### config.mk
export PLATFORM = sky130hd
export DESIGN_NAME = d5m_capture
export DESIGN_NICKNAME = d
export VERILOG_FILES = /design/src/rtl/d5m_capture.sv
export SDC_FILE = /design/constraint.sdc
export NUM_CORES = 1
export LEC_CHECK = 0
export CORE_MARGIN = 2
export CORE_UTILIZATION = 30
export DETAILED_ROUTE_END_ITERATION = 8
export GPL_TIMING_DRIVEN = 0
export SKIP_CTS_REPAIR_TIMING = 1
export SYNTH_ARGS = -nofsm -noshare
export SYNTH_HDL_FRONTEND = slang
export SYNTH_SLANG_ARGS = --single-unit
### constraint.sdc
create_clock -name clk -period 5.55 [get_ports clk]
set_clock_uncertainty 0.15 [all_clocks]
set_input_delay 1.11 -clock clk [delete_from_list [all_inputs] [get_ports clk]]
set_output_delay 1.11 -clock clk [all_outputs]
set_load 0.01 [all_outputs]
### src/rtl/d5m_capture.sv
// -----------------------------------------------------------------------------
// d5m_capture
//
// Capture engine for the D5M camera sensor bus. The raw bus (pixel data,
// FVAL, LVAL) is registered once, framed into a pixel stream carrying
// column/row coordinates plus start-of-frame / start-of-line flags, and
// buffered in a show-ahead FIFO with a ready/valid output.
//
// Capture is armed by a start pulse. It can grab a single frame, or keep
// re-arming after every frame until a stop pulse arrives. Completed frames
// are counted. A sticky overflow flag records any pixel dropped because the
// FIFO was full.
//
// Optional feature macro: D5M_CAPTURE_CROP_EN
//   defined   : crop_x0/x1/y0/y1 ports exist. Only pixels inside the
//               inclusive window are accepted, and coordinates are reported
//               relative to the window origin.
//   undefined : no crop ports. Every pixel of the frame is accepted, and the
//               raw coordinates are reported.
//
// Ports
//   clk, rst             system clock, synchronous active-high reset
//   d5m_d/fval/lval      sensor bus, already in the clk domain
//   start, stop, clear   one-cycle control pulses
//   continuous           capture mode, sampled when start is accepted
//   crop_*               inclusive crop window (macro builds only)
//   out_data/x/y/sof/sol FIFO head fields, zero while out_valid is low
//   out_valid/out_ready  output handshake
//   busy                 capture state machine not idle
//   frame_count          completed frames, wraps
//   overflow             sticky pixel-drop flag
// -----------------------------------------------------------------------------
module d5m_capture #(
  parameter int DATA_W     = 12,
  parameter int X_W        = 12,
  parameter int Y_W        = 11,
  parameter int FIFO_DEPTH = 16,
  parameter int FCNT_W     = 32
) (
  input  logic              clk,
  input  logic              rst,
  input  logic [DATA_W-1:0] d5m_d,
  input  logic              d5m_fval,
  input  logic              d5m_lval,
  input  logic              start,
  input  logic              stop,
  input  logic              continuous,
  input  logic              clear,
`ifdef D5M_CAPTURE_CROP_EN
  input  logic [X_W-1:0]    crop_x0,
  input  logic [X_W-1:0]    crop_x1,
  input  logic [Y_W-1:0]    crop_y0,
  input  logic [Y_W-1:0]    crop_y1,
`endif
  output logic [DATA_W-1:0] out_data,
  output logic [X_W-1:0]    out_x,
  output logic [Y_W-1:0]    out_y,
  output logic              out_sof,
  output logic              out_sol,
  output logic              out_valid,
  input  logic              out_ready,
  output logic              busy,
  output logic [FCNT_W-1:0] frame_count,
  output logic              overflow
);

  localparam int PTR_W   = $clog2(FIFO_DEPTH);
  localparam int CNT_W   = PTR_W + 1;
  localparam int ENTRY_W = DATA_W + X_W + Y_W + 2;

  typedef enum logic [1:0] {IDLE, ARM, WAIT_SOF, CAPTURE} state_t;

  // ---------------------------------------------------------------------------
  // Stage 1: register the sensor bus. Edge detection uses these copies.
  // ---------------------------------------------------------------------------
  logic [DATA_W-1:0] d_reg;
  logic              fval_reg, lval_reg, fval_prev_reg, lval_prev_reg;

  always_ff @(posedge clk) begin
    if (rst) begin
      d_reg         <= '0;
      fval_reg      <= 1'b0;
      lval_reg      <= 1'b0;
      fval_prev_reg <= 1'b0;
      lval_prev_reg <= 1'b0;
    end else begin
      d_reg         <= d5m_d;
      fval_reg      <= d5m_fval;
      lval_reg      <= d5m_lval;
      fval_prev_reg <= fval_reg;
      lval_prev_reg <= lval_reg;
    end
  end

  logic fval_rise, fval_fall, lval_fall, pix_in;
  assign fval_rise = fval_reg & ~fval_prev_reg;
  assign fval_fall = ~fval_reg & fval_prev_reg;
  assign lval_fall = ~lval_reg & lval_prev_reg;
  assign pix_in    = fval_reg & lval_reg;

  // ---------------------------------------------------------------------------
  // Coordinate counters. x_reg/y_reg hold the coordinates of the pixel that
  // is currently in stage 1. Both saturate instead of wrapping.
  // ---------------------------------------------------------------------------
  logic [X_W-1:0] x_reg;
  logic [Y_W-1:0] y_reg;

  always_ff @(posedge clk) begin
    if (rst) begin
      x_reg <= '0;
      y_reg <= '0;
    end else begin
      if (lval_fall)
        x_reg <= '0;
      else if (pix_in && (x_reg != '1))
        x_reg <= x_reg + 1'b1;

      if (fval_rise)
        y_reg <= '0;
      else if (lval_fall && (y_reg != '1))
        y_reg <= y_reg + 1'b1;
    end
  end

  // ---------------------------------------------------------------------------
  // Capture state machine
  // ---------------------------------------------------------------------------
  state_t state_reg, state_next;
  logic   frame_done;
  logic   mode_cont_reg;
  logic   stop_pending_reg;

  always_comb begin
    state_next = state_reg;
    frame_done = 1'b0;
    case (state_reg)
      IDLE: begin
        // A coincident stop cancels the start.
        if (start && !stop)
          state_next = ARM;
      end
      ARM: begin
        // Wait out any frame already in progress.
        if (stop)
          state_next = IDLE;
        else if (!fval_reg)
          state_next = WAIT_SOF;
      end
      WAIT_SOF: begin
        if (stop)
          state_next = IDLE;
        else if (fval_rise)
          state_next = CAPTURE;
      end
      CAPTURE: begin
        if (fval_fall) begin
          frame_done = 1'b1;
          // A stop arriving on the very last cycle still ends the run.
          state_next = (mode_cont_reg && !stop_pending_reg && !stop) ? WAIT_SOF : IDLE;
        end
      end
      default: state_next = IDLE;
    endcase
  end

  always_ff @(posedge clk) begin
    if (rst) begin
      state_reg        <= IDLE;
      mode_cont_reg    <= 1'b0;
      stop_pending_reg <= 1'b0;
    end else begin
      state_reg <= state_next;
      if ((state_reg == IDLE) && start && !stop)
        mode_cont_reg <= continuous;
      // Only meaningful while capturing; naturally clears on frame end.
      stop_pending_reg <= (state_reg == CAPTURE) && (stop_pending_reg || stop) && !frame_done;
    end
  end

  assign busy = (state_reg != IDLE);

  // ---------------------------------------------------------------------------
  // Crop window
  // ---------------------------------------------------------------------------
  logic           win_ok;
  logic [X_W-1:0] rel_x;
  logic [Y_W-1:0] rel_y;

`ifdef D5M_CAPTURE_CROP_EN
  logic [X_W-1:0] cx0_reg, cx1_reg;
  logic [Y_W-1:0] cy0_reg, cy1_reg;

  // The window is frozen at the start of each frame so that a mid-frame
  // change of the crop inputs cannot tear the frame.
  always_ff @(posedge clk) begin
    if (rst) begin
      cx0_reg <= '0;
      cx1_reg <= '0;
      cy0_reg <= '0;
      cy1_reg <= '0;
    end else if ((state_reg == WAIT_SOF) && fval_rise) begin
      cx0_reg <= crop_x0;
      cx1_reg <= crop_x1;
      cy0_reg <= crop_y0;
      cy1_reg <= crop_y1;
    end
  end

  // An inverted window fails one of the compares and accepts nothing.
  assign win_ok = (x_reg >= cx0_reg) && (x_reg <= cx1_reg) &&
                  (y_reg >= cy0_reg) && (y_reg <= cy1_reg);
  assign rel_x  = x_reg - cx0_reg;
  assign rel_y  = y_reg - cy0_reg;
`else
  assign win_ok = 1'b1;
  assign rel_x  = x_reg;
  assign rel_y  = y_reg;
`endif

  // ---------------------------------------------------------------------------
  // Pixel acceptance and frame/line marker flags
  // ---------------------------------------------------------------------------
  logic accept;
  logic sof_pending_reg, sol_pending_reg;

  assign accept = (state_reg == CAPTURE) && pix_in && win_ok;

  always_ff @(posedge clk) begin
    if (rst) begin
      sof_pending_reg <= 1'b0;
      sol_pending_reg <= 1'b0;
    end else begin
      if ((state_next == CAPTURE) && (state_reg != CAPTURE))
        sof_pending_reg <= 1'b1;
      else if (accept)
        sof_pending_reg <= 1'b0;

      // Re-armed at each line end, so a row that lies entirely outside the
      // window does not consume the marker of the next row.
      if (accept)
        sol_pending_reg <= 1'b0;
      else if (lval_fall || (state_reg != CAPTURE))
        sol_pending_reg <= 1'b1;
    end
  end

  // ---------------------------------------------------------------------------
  // Show-ahead output FIFO
  // ---------------------------------------------------------------------------
  logic [ENTRY_W-1:0] mem [FIFO_DEPTH];
  logic [PTR_W-1:0]   wr_ptr_reg, rd_ptr_reg;
  logic [CNT_W-1:0]   count_reg;
  logic               full, pop, push_ok, drop;

  assign full      = (count_reg == CNT_W'(FIFO_DEPTH));
  assign out_valid = (count_reg != '0);
  assign pop       = out_valid & out_ready;
  // When full, a same-cycle pop frees the slot being written.
  assign push_ok   = accept && (!full || pop);
  assign drop      = accept && full && !pop;

  always_ff @(posedge clk) begin
    if (push_ok)
      mem[wr_ptr_reg] <= {sof_pending_reg, sol_pending_reg, rel_y, rel_x, d_reg};
  end

  always_ff @(posedge clk) begin
    if (rst) begin
      wr_ptr_reg <= '0;
      rd_ptr_reg <= '0;
      count_reg  <= '0;
    end else begin
      if (push_ok)
        wr_ptr_reg <= wr_ptr_reg + 1'b1;
      if (pop)
        rd_ptr_reg <= rd_ptr_reg + 1'b1;
      case ({push_ok, pop})
        2'b10:   count_reg <= count_reg + 1'b1;
        2'b01:   count_reg <= count_reg - 1'b1;
        default: count_reg <= count_reg;
      endcase
    end
  end

  // Head fields are forced to zero while empty so that nothing stale from
  // the storage array is ever visible.
  logic [DATA_W-1:0] head_d;
  logic [X_W-1:0]    head_x;
  logic [Y_W-1:0]    head_y;
  logic              head_sof, head_sol;

  assign {head_sof, head_sol, head_y, head_x, head_d} = mem[rd_ptr_reg];

  assign out_data = out_valid ? head_d   : '0;
  assign out_x    = out_valid ? head_x   : '0;
  assign out_y    = out_valid ? head_y   : '0;
  assign out_sof  = out_valid ? head_sof : 1'b0;
  assign out_sol  = out_valid ? head_sol : 1'b0;

  // ---------------------------------------------------------------------------
  // Status: frame counter and sticky overflow
  // ---------------------------------------------------------------------------
  always_ff @(posedge clk) begin
    if (rst) begin
      frame_count <= '0;
      overflow    <= 1'b0;
    end else begin
      if (clear)
        frame_count <= frame_done ? FCNT_W'(1) : '0;
      else if (frame_done)
        frame_count <= frame_count + 1'b1;

      // A drop in the same cycle as clear is a fresh event and is kept.
      if (drop)
        overflow <= 1'b1;
      else if (clear)
        overflow <= 1'b0;
    end
  end

endmodule

Word level (Yosys, flattened, before mapping)
Memory sizes are Yosys's and may differ from the RTL's. A register that Yosys moved wholly into a read port is not among the register bits.
Index checks and enable logic that the tools add are counted.
{ "totals": {"inputBits": 21, "output_inout_bits": 72, "n_memories": 1, "register_bits": 91, "word_cells": 102, "ram_bits": 592} }
{ "memory_table": {"columns": ["name", "words", "width", "rd", "rd_clocked_by_memory_dff", "write_ports", "line", "rtl"], "rows": [
  ["mem", 16, 37, 1, 1, 1, "250", "logic [ENTRY_W-1:0] mem [FIFO_DEPTH];"]
]} }
{ "op_classes": {"bitwise_logic": 8, "addsub": 7, "mux": 27, "n_eq_ne": 10, "n_reduce_logical": 32} }
{ "op_table": {"columns": ["op", "n"], "rows": [
  ["2-to-1 mux 32 bit", 2],
  ["adder 32 x 1 -> 32 bit (second input constant)", 1],
  ["2-to-1 mux 12 bit", 2],
  ["logical AND 1 bit", 14],
  ["2-to-1 mux 2 bit", 7],
  ["adder 12 x 1 -> 12 bit (second input constant)", 1],
  ["inequality test 12 bit (second input constant)", 1],
  ["adder 11 x 1 -> 11 bit (second input constant)", 1],
  ["2-to-1 mux 1 bit", 11],
  ["2-to-1 mux 11 bit", 1],
  ["inequality test 11 bit (second input constant)", 1],
  ["one-hot mux 5 bit (2 select lines)", 1],
  ["nonzero test 2 bit", 5],
  ["adder 4 x 1 -> 4 bit (second input constant)", 2],
  ["== test 2 bit (second input constant)", 4],
  ["2-to-1 mux 4 bit", 2],
  ["one-hot mux 2 bit (4 select lines)", 1],
  ["OR reduction 2 bit", 3],
  ["adder 5 x 1 -> 5 bit (second input constant)", 1],
  ["AND 1 bit", 5],
  ["== test 5 bit (second input constant)", 1],
  ["zero test 1 bit", 5],
  ["nonzero test 5 bit", 1],
  ["subtractor 5 x 1 -> 5 bit (second input constant)", 1],
  ["5 further kinds", 10]
]} }

Longest topological paths before layout
Gate-level depths: netlist (run 1).
{ "depth": {"word_depth": 9, "depth_mapped": 10, "mapped_depth_nobuf": 8} }

Least setup slack after synthesis (run 1)
OpenSTA, ideal clock, no wires.
{ "synth_timing": {"path_type": "input to register", "startpoint": "input port out_ready", "endpoint": "memory mem[0][0] in the netlist's numbering, enable pin", "arrival_ps": 4223, "path_slack_ps": 699, "required_time_ps": 4923, "stages": 4, "path_buffers": 0, "setup_ps": 477, "cell_sequence": "nor2b_1 > a21oi_1 > nand2_1 > nor3_1"} }
{ "synth_via": {"elab_chain_len": 5} }
{ "synth_rtl": {"columns": ["element", "line", "rtl"], "rows": [
  ["start: declaration", "61", "input logic out_ready,"],
  ["AND 1 bit", "257", "assign pop = out_valid & out_ready;"],
  ["logical OR 1 bit", "259", "assign push_ok = accept && (!full || pop);"],
  ["logical AND 1 bit", "259", null],
  ["2-to-1 mux 1 bit", "263", "if (push_ok)"],
  ["2-to-1 mux 1 bit (implied by the code)", "264", "mem[wr_ptr_reg] <= {sof_pending_reg, sol_pending_reg, rel_y, rel_x, d_reg};"],
  ["end: declaration", "250", null]
]} }
Every way passes these cells.

==> reports/qor.yml, run 1 <==
layout_min_cycle_time_ns: 5.34
power.share.clock: 0.362
intPower_w: 0.00977
dr.pass1.iters: 9
p_switching_w: 0.00350
peakVddDrop_mv: 0.240
clkTransAtPathRegs_ns: 0.06
met3_usage: 0.0362
drv_cap: 0
worst_skew_pair.late_latency_ns: 0.63
wl_um: 63600
hold_viol_final: 0
cts_tree: "yes"
cts_htree_levels: 3
hp-class: "register to register"
drc: 2
drtAntennaViolNets: 0
top_register: "mem"
fill_cells: 8102
busiest_layer: "met2"
finalSetupViolCount: 0
start_util: 0.303
drv_slew: 0
path_class: "register to output port"
fmax_mhz: 187
gr-usage-met1: 0.187
track_usage: 0.139
rsz0062_at_grt: "false"
die_h_um: 303
clock-sinks: 687
ys_types: 63
synth-edff-count: 592
fin_crit_sh: 0.962
combPwrFrac: 0.212
place.gp.congestion: 0.823
fp.dieW_um: 303
area_growth_pct: 19.6
tightest_slew_ns: 1.17
grt_start_max_net_pins: 24
slew_headroom: 0.222
violations: "DRC"
arrival_ns: 4.08
final_common_cell: "edfxtp_1"
synth_top_flop_cell: "edfxtp_1"
hpwl_um: 40500
seqCellArea_mm2: 0.0197
endpoint: "out_x[8]"
nets: 1648
first_global_vias: 14700
syn_nets: 1454
postSynthAreaPerCell_um2: 18.8
numCtsBuffers: 72
setup.worst_path.end_class: "output port"
async_flop_share: 0
cp.required_ns: 4.29
post-route-util: 0.362
coreArea_mm2: 0.0885
swShare: 0.264
reg_top3: "mem (592), frame_count (32)"
mostFrequentLayoutCells: "592 x edfxtp_1, 148 x mux4_2, 95 x dfxtp_1, 92 x clkdlybuf4s50_1, 82 x mux2i_1"
cp_max_fo: 10
r2r-end: "mem[0][3]"
start_kind: "register"
syn_area_mm2: 0.0268
clock_path_buffers: 3
drtIter0Drc: 1117
drive_above_1_share: 0.207
avgRoutedWirePerCell_um: 22.4
grt_overflow_total: 0
routed_via_density: 5.03
vias: 14300
antenna_found_initial: 2
grt_pass1_wl_um: 94400
largest_reg_flops: 592
ys_ff_latch: 687
p_leak_nw: 9.78
die-area_mm2: 0.0917
seq_area_frac_synth: 0.734
grt_use_met2: 0.223
reg2reg_depth: 6
r2r_slack_ns: 1.83
power_density_mw_per_mm2: 414
status: "finished with violations"
ios: 93
row_count: 109
synthCells: 1423
clock-root-buffer: "clkbuf_16"
portBuffers: 92
synth_warnings: 0
multi_input_comb_area_mm2: 0.00683
power_frac_seq: 0.426
holdWs_ns: 0.329
reg2reg_from: "lval_reg"
[routing by layer]
| metal | share of wire | vias up |
|---|---|---|
| li1 | - | 6228 |
| met1 | 0.43 | 7474 |
| met2 | 0.48 | 492 |
| met3 | 0.074 | 104 |
| met4 | 0.023 | 2 |
| met5 | 0.00017 | - |
[logic make-up (layout without fill, tap and decap cells)]
kind of cell / Yosys count / count (layout) / synth area share
adder cells (fa/ha/maj): 10 / 10 / 0.00467
flip-flops: 687 / 687 / 0.734
other: 0 / 1 / 0
multiplexers: 233 / 233 / 0.156
XOR/XNOR: 21 / 21 / 0.00686
AO/OA/AOI/OAI: 142 / 142 / 0.0344
AND/OR/NAND/NOR: 238 / 238 / 0.0485
buffers and inverters: 92 / 344 / 0.0150
[synthesized netlist by cell type, drive strengths merged, types with 9 or more instances]
master | instances | share of area
ha | 10 | 0.0047
xnor2 | 13 | 0.0042
nor2b | 24 | 0.0056
or4 | 13 | 0.0039
o21ai | 22 | 0.0041
o22ai | 37 | 0.0086
dfxtp | 95 | 0.071
mux4 | 148 | 0.12
nor2 | 56 | 0.0078
a21oi | 33 | 0.0062
nand2 | 38 | 0.0053
or3 | 17 | 0.0040
nand4 | 20 | 0.0047
buf | 41 | 0.0079
nand3 | 18 | 0.0040
inv | 18 | 0.0025
nor3 | 12 | 0.0022
clkbuf | 33 | 0.0046
mux2i | 82 | 0.031
o31ai | 9 | 0.0025
edfxtp | 592 | 0.66
[critical path, cell delays in order, from the launching register on]
cell             delay, ns
dfxtp_1               0.47
clkbuf_1              0.62
clkbuf_1              0.77
mux4_2                0.37
mux2i_1               0.07
o22ai_1               0.50
clkdlybuf4s50_1       0.65
[metrics by stage]
step	total power, W	setup TNS [ns]	setup slack (ns)	instance area, µm²	cells
2_1_floorplan	0.00748	0	0.699	26800	1423
3_3_place_gp	0.00861	-872.04	-3.09	29200	2680
3_5_place_dp	0.00864	0	0.898	29700	2708
4_1_cts	0.0135	0	0.218	32100	2840
5_1_grt	0.0138	0	0.0892	32100	2840
6_report	0.0133	0	0.213	32100	2841
[final cells by class]
| type | instances | share of cell area |
|---|---|---|
| antenna | 1 | 0.0000781 |
| buffer | 74 | 0.0105 |
| clock buffer | 94 | 0.0610 |
| clock inverter | 38 | 0.0127 |
| inverter | 18 | 0.00211 |
| multi-input combinational | 644 | 0.213 |
| sequential | 687 | 0.614 |
| tap | 1165 | 0.0455 |
| timing repair buffer | 120 | 0.0413 |
[power by group through the flow]
stage	Combinational (W)	Sequential (W)	Clock, W
6_report	0.00281	0.00565	0.00481
5_1_grt	0.00303	0.00565	0.00510
4_1_cts	0.00289	0.00565	0.00491
3_5_place_dp	0.00288	0.00576	0
3_3_place_gp	0.00286	0.00575	0
2_1_floorplan	0.00174	0.00573	0
[worst min path at each step]
stage | startpoint | endpoint | slack [ns] | cells past startpoint
after floorplan | mode_cont_reg | mode_cont_reg | 0.30 | 2
after CTS | frame_count[31] | frame_count[31] | 0.33 | 2
final | frame_count[31] | frame_count[31] | 0.33 | 2
after detailed placement | frame_count[31] | frame_count[31] | 0.32 | 2
after global routing | frame_count[31] | frame_count[31] | 0.36 | 2
after global placement | frame_count[31] | frame_count[31] | 0.31 | 2
Note: power is estimated with default switching activity, not from simulation.
==> run 2, diff against run 1 <==
--- a/config.mk
+++ b/config.mk
@@ -10,6 +10,8 @@
 export DETAILED_ROUTE_END_ITERATION = 8
 export GPL_TIMING_DRIVEN = 0
 export SKIP_CTS_REPAIR_TIMING = 1
+export SLEW_MARGIN = 10
 export SYNTH_ARGS = -nofsm -noshare
 export SYNTH_HDL_FRONTEND = slang
 export SYNTH_SLANG_ARGS = --single-unit
+export TNS_END_PERCENT = 30
==> run 2 against run 1 <==
The flow still finishes with violations (DRC). Total power is 2.0% higher. Non-clock buffer count is 12 higher. Via count is 0.62% higher. Combinational power hardly changed. Clock power is 5.8% higher. Largest power group unchanged.
==> reports/qor.yml, run 2 (synthesized netlist as in run 1, its figures left out) <==
nets: 1660
start_kind: "register"
seqCellArea_mm2: 0.0197
antenna_cells: 0
critPathBufInv: 3
largest_reg_flops: 592
start_util: 0.303
ios: 93
rsz0062_at_grt: "false"
hold_depth: 2
wl_um: 63900
worst_slack_ns: 0.246
combPwrFrac: 0.207
path_class: "register to output port"
antenna_found_initial: 4
fp.dieW_um: 303
portBuffers: 92
crit_path_top_delay_cell: "clkbuf_1"
reg2reg_depth: 7
finalSetupTns_ns: 0
vias: 14400
hp-class: "register to register"
top_register: "mem"
grt_pass1_wl_um: 94800
hpwl_um: 41500
die_h_um: 303
final_common_cell: "edfxtp_1"
clkTransAtPathRegs_ns: 0.06
cp_max_fo: 10
holdWs_ns: 0.326
r2r_slack_ns: 1.96
hold_end: "frame_count[31]"
dr.pass1.iters: 7
cts_tree: "yes"
multi_input_comb_area_mm2: 0.00683
track_usage: 0.140
clock-sinks: 687
die-area_mm2: 0.0917
intPower_w: 0.0100
power_frac_seq: 0.417
p_switching_w: 0.00353
drc: 3
drv_cap: 0
hold_viol_final: 0
status: "finished with violations"
critPathTopFamily: "buffers and inverters"
clock_path_buffers: 3
setup.worst_path.end_class: "output port"
p_leak_nw: 9.94
arrival_ns: 4.04
clock-root-buffer: "clkbuf_16"
row_count: 109
cp.required_ns: 4.29
crit_top_cell: "clkbuf_1"
drv_slew: 0
drtAntennaViolNets: 0
coreArea_mm2: 0.0885
power.share.clock: 0.376
drive_above_1_share: 0.214
layout_min_cycle_time_ns: 5.30
grt_start_max_net_pins: 23
numCtsBuffers: 72
finalSetupViolCount: 0
worst_skew_pair.late_latency_ns: 0.62
avgRoutedWirePerCell_um: 22.4
place.gp.congestion: 0.823
reg_top3: "mem (592), frame_count (32)"
area_growth_pct: 21.0
grt_overflow_total: 0
slew_headroom: 0.262
cts_htree_levels: 3
power_density_mw_per_mm2: 417
swShare: 0.261
drtIter0Drc: 1336
routed_via_density: 5.05
reg2reg_from: "lval_reg"
mostFrequentLayoutCells: "592 x edfxtp_1, 148 x mux4_2, 95 x dfxtp_1, 92 x clkdlybuf4s50_1, 82 x mux2i_1"
fmax_mhz: 189
fin_crit_sh: 0.956
violations: "DRC"
peakVddDrop_mv: 0.210
tightest_slew_ns: 1.11
fill_cells: 8071
hp-start: "frame_count[31]"
cp_cell_sequence: "clkbuf_1 -> clkbuf_1 -> mux4_2 -> mux2i_1 -> o22ai_1 -> clkdlybuf4s50_1"
r2r-end: "mem[1][1]"
first_global_vias: 14600
max_stage_delay_ns: 0.74
pre_cts_slack_ns: 0.898
==> run 2: cell types whose count changed in the layout (fill, tap and decap cells not counted), sizes merged <==
cell	previous run	this run
diode	1	0
bufinv	6	12
buf	69	81
clkinv	27	23
inv	22	21
clkinvlp	1	3
clkbuf	127	122
==> run 2: final cells by class <==
cell class | instances | share of cell area
well taps | 1165 | 0.0449
clock inverters | 41 | 0.0191
multi-input cells | 644 | 0.210
clock buffers | 89 | 0.0585
flip-flops and latches | 687 | 0.607
inverters | 18 | 0.00208
plain buffers | 74 | 0.0103
repair buffers | 132 | 0.0478
==> run 2: routing by layer <==
layer | vias up | wire length, µm | GRT usage
met2 | 522 | 30600 | 0.226
met3 | 108 | 4050 | 0.0280
li1 | 6254 | - | -
met4 | 6 | 1330 | 0.0367
met1 | 7499 | 27900 | 0.192
met5 | - | 41 | 0
==> run 2: worst max-delay path by stage <==
stage / from / end / slack (ns) / depth (start not counted)
6_report: register / out_x[10] / 0.25 / 6
5_1_grt: register / out_x[8] / 0.16 / 6
4_1_cts: register / out_y[0] / 0.19 / 6
3_5_place_dp: register / out_y[0] / 0.90 / 6
3_3_place_gp: out_ready / mem[0][1] / -3.09 / 5
2_1_floorplan: out_ready / mem[0][0] / 0.70 / 4
==> run 2: worst reg2reg max path, cell delays in order, from the launching register on <==
cell and delay (ns):
dfxtp_1 0.55, nand4_1 0.48, a21oi_1 0.55, nand2_1 0.34, nor3_2 0.49, buf_4 0.26
buf_4 0.22, buf_4 0.24
==> run 2: power groups by stage <==
stage | Sequential (W) | Combinational [W] | Clock [W]
floorplan | 0.00573 | 0.00174 | 0
global placement | 0.00575 | 0.00286 | 0
detailed placement | 0.00576 | 0.00288 | 0
CTS | 0.00565 | 0.00289 | 0.00518
global route | 0.00565 | 0.00302 | 0.00539
finish | 0.00565 | 0.00280 | 0.00509
==> run 2: through the flow <==
stage                     power [W]  area (µm²)  instances  utilization
final                        0.0135       32400       2850        0.366
after global routing         0.0141       32400       2850        0.366
after CTS                    0.0137       32400       2850        0.366
after detailed placement    0.00864       29900       2720        0.338
after global placement      0.00861       29200       2680        0.330
after floorplan             0.00748       26800       1423            -
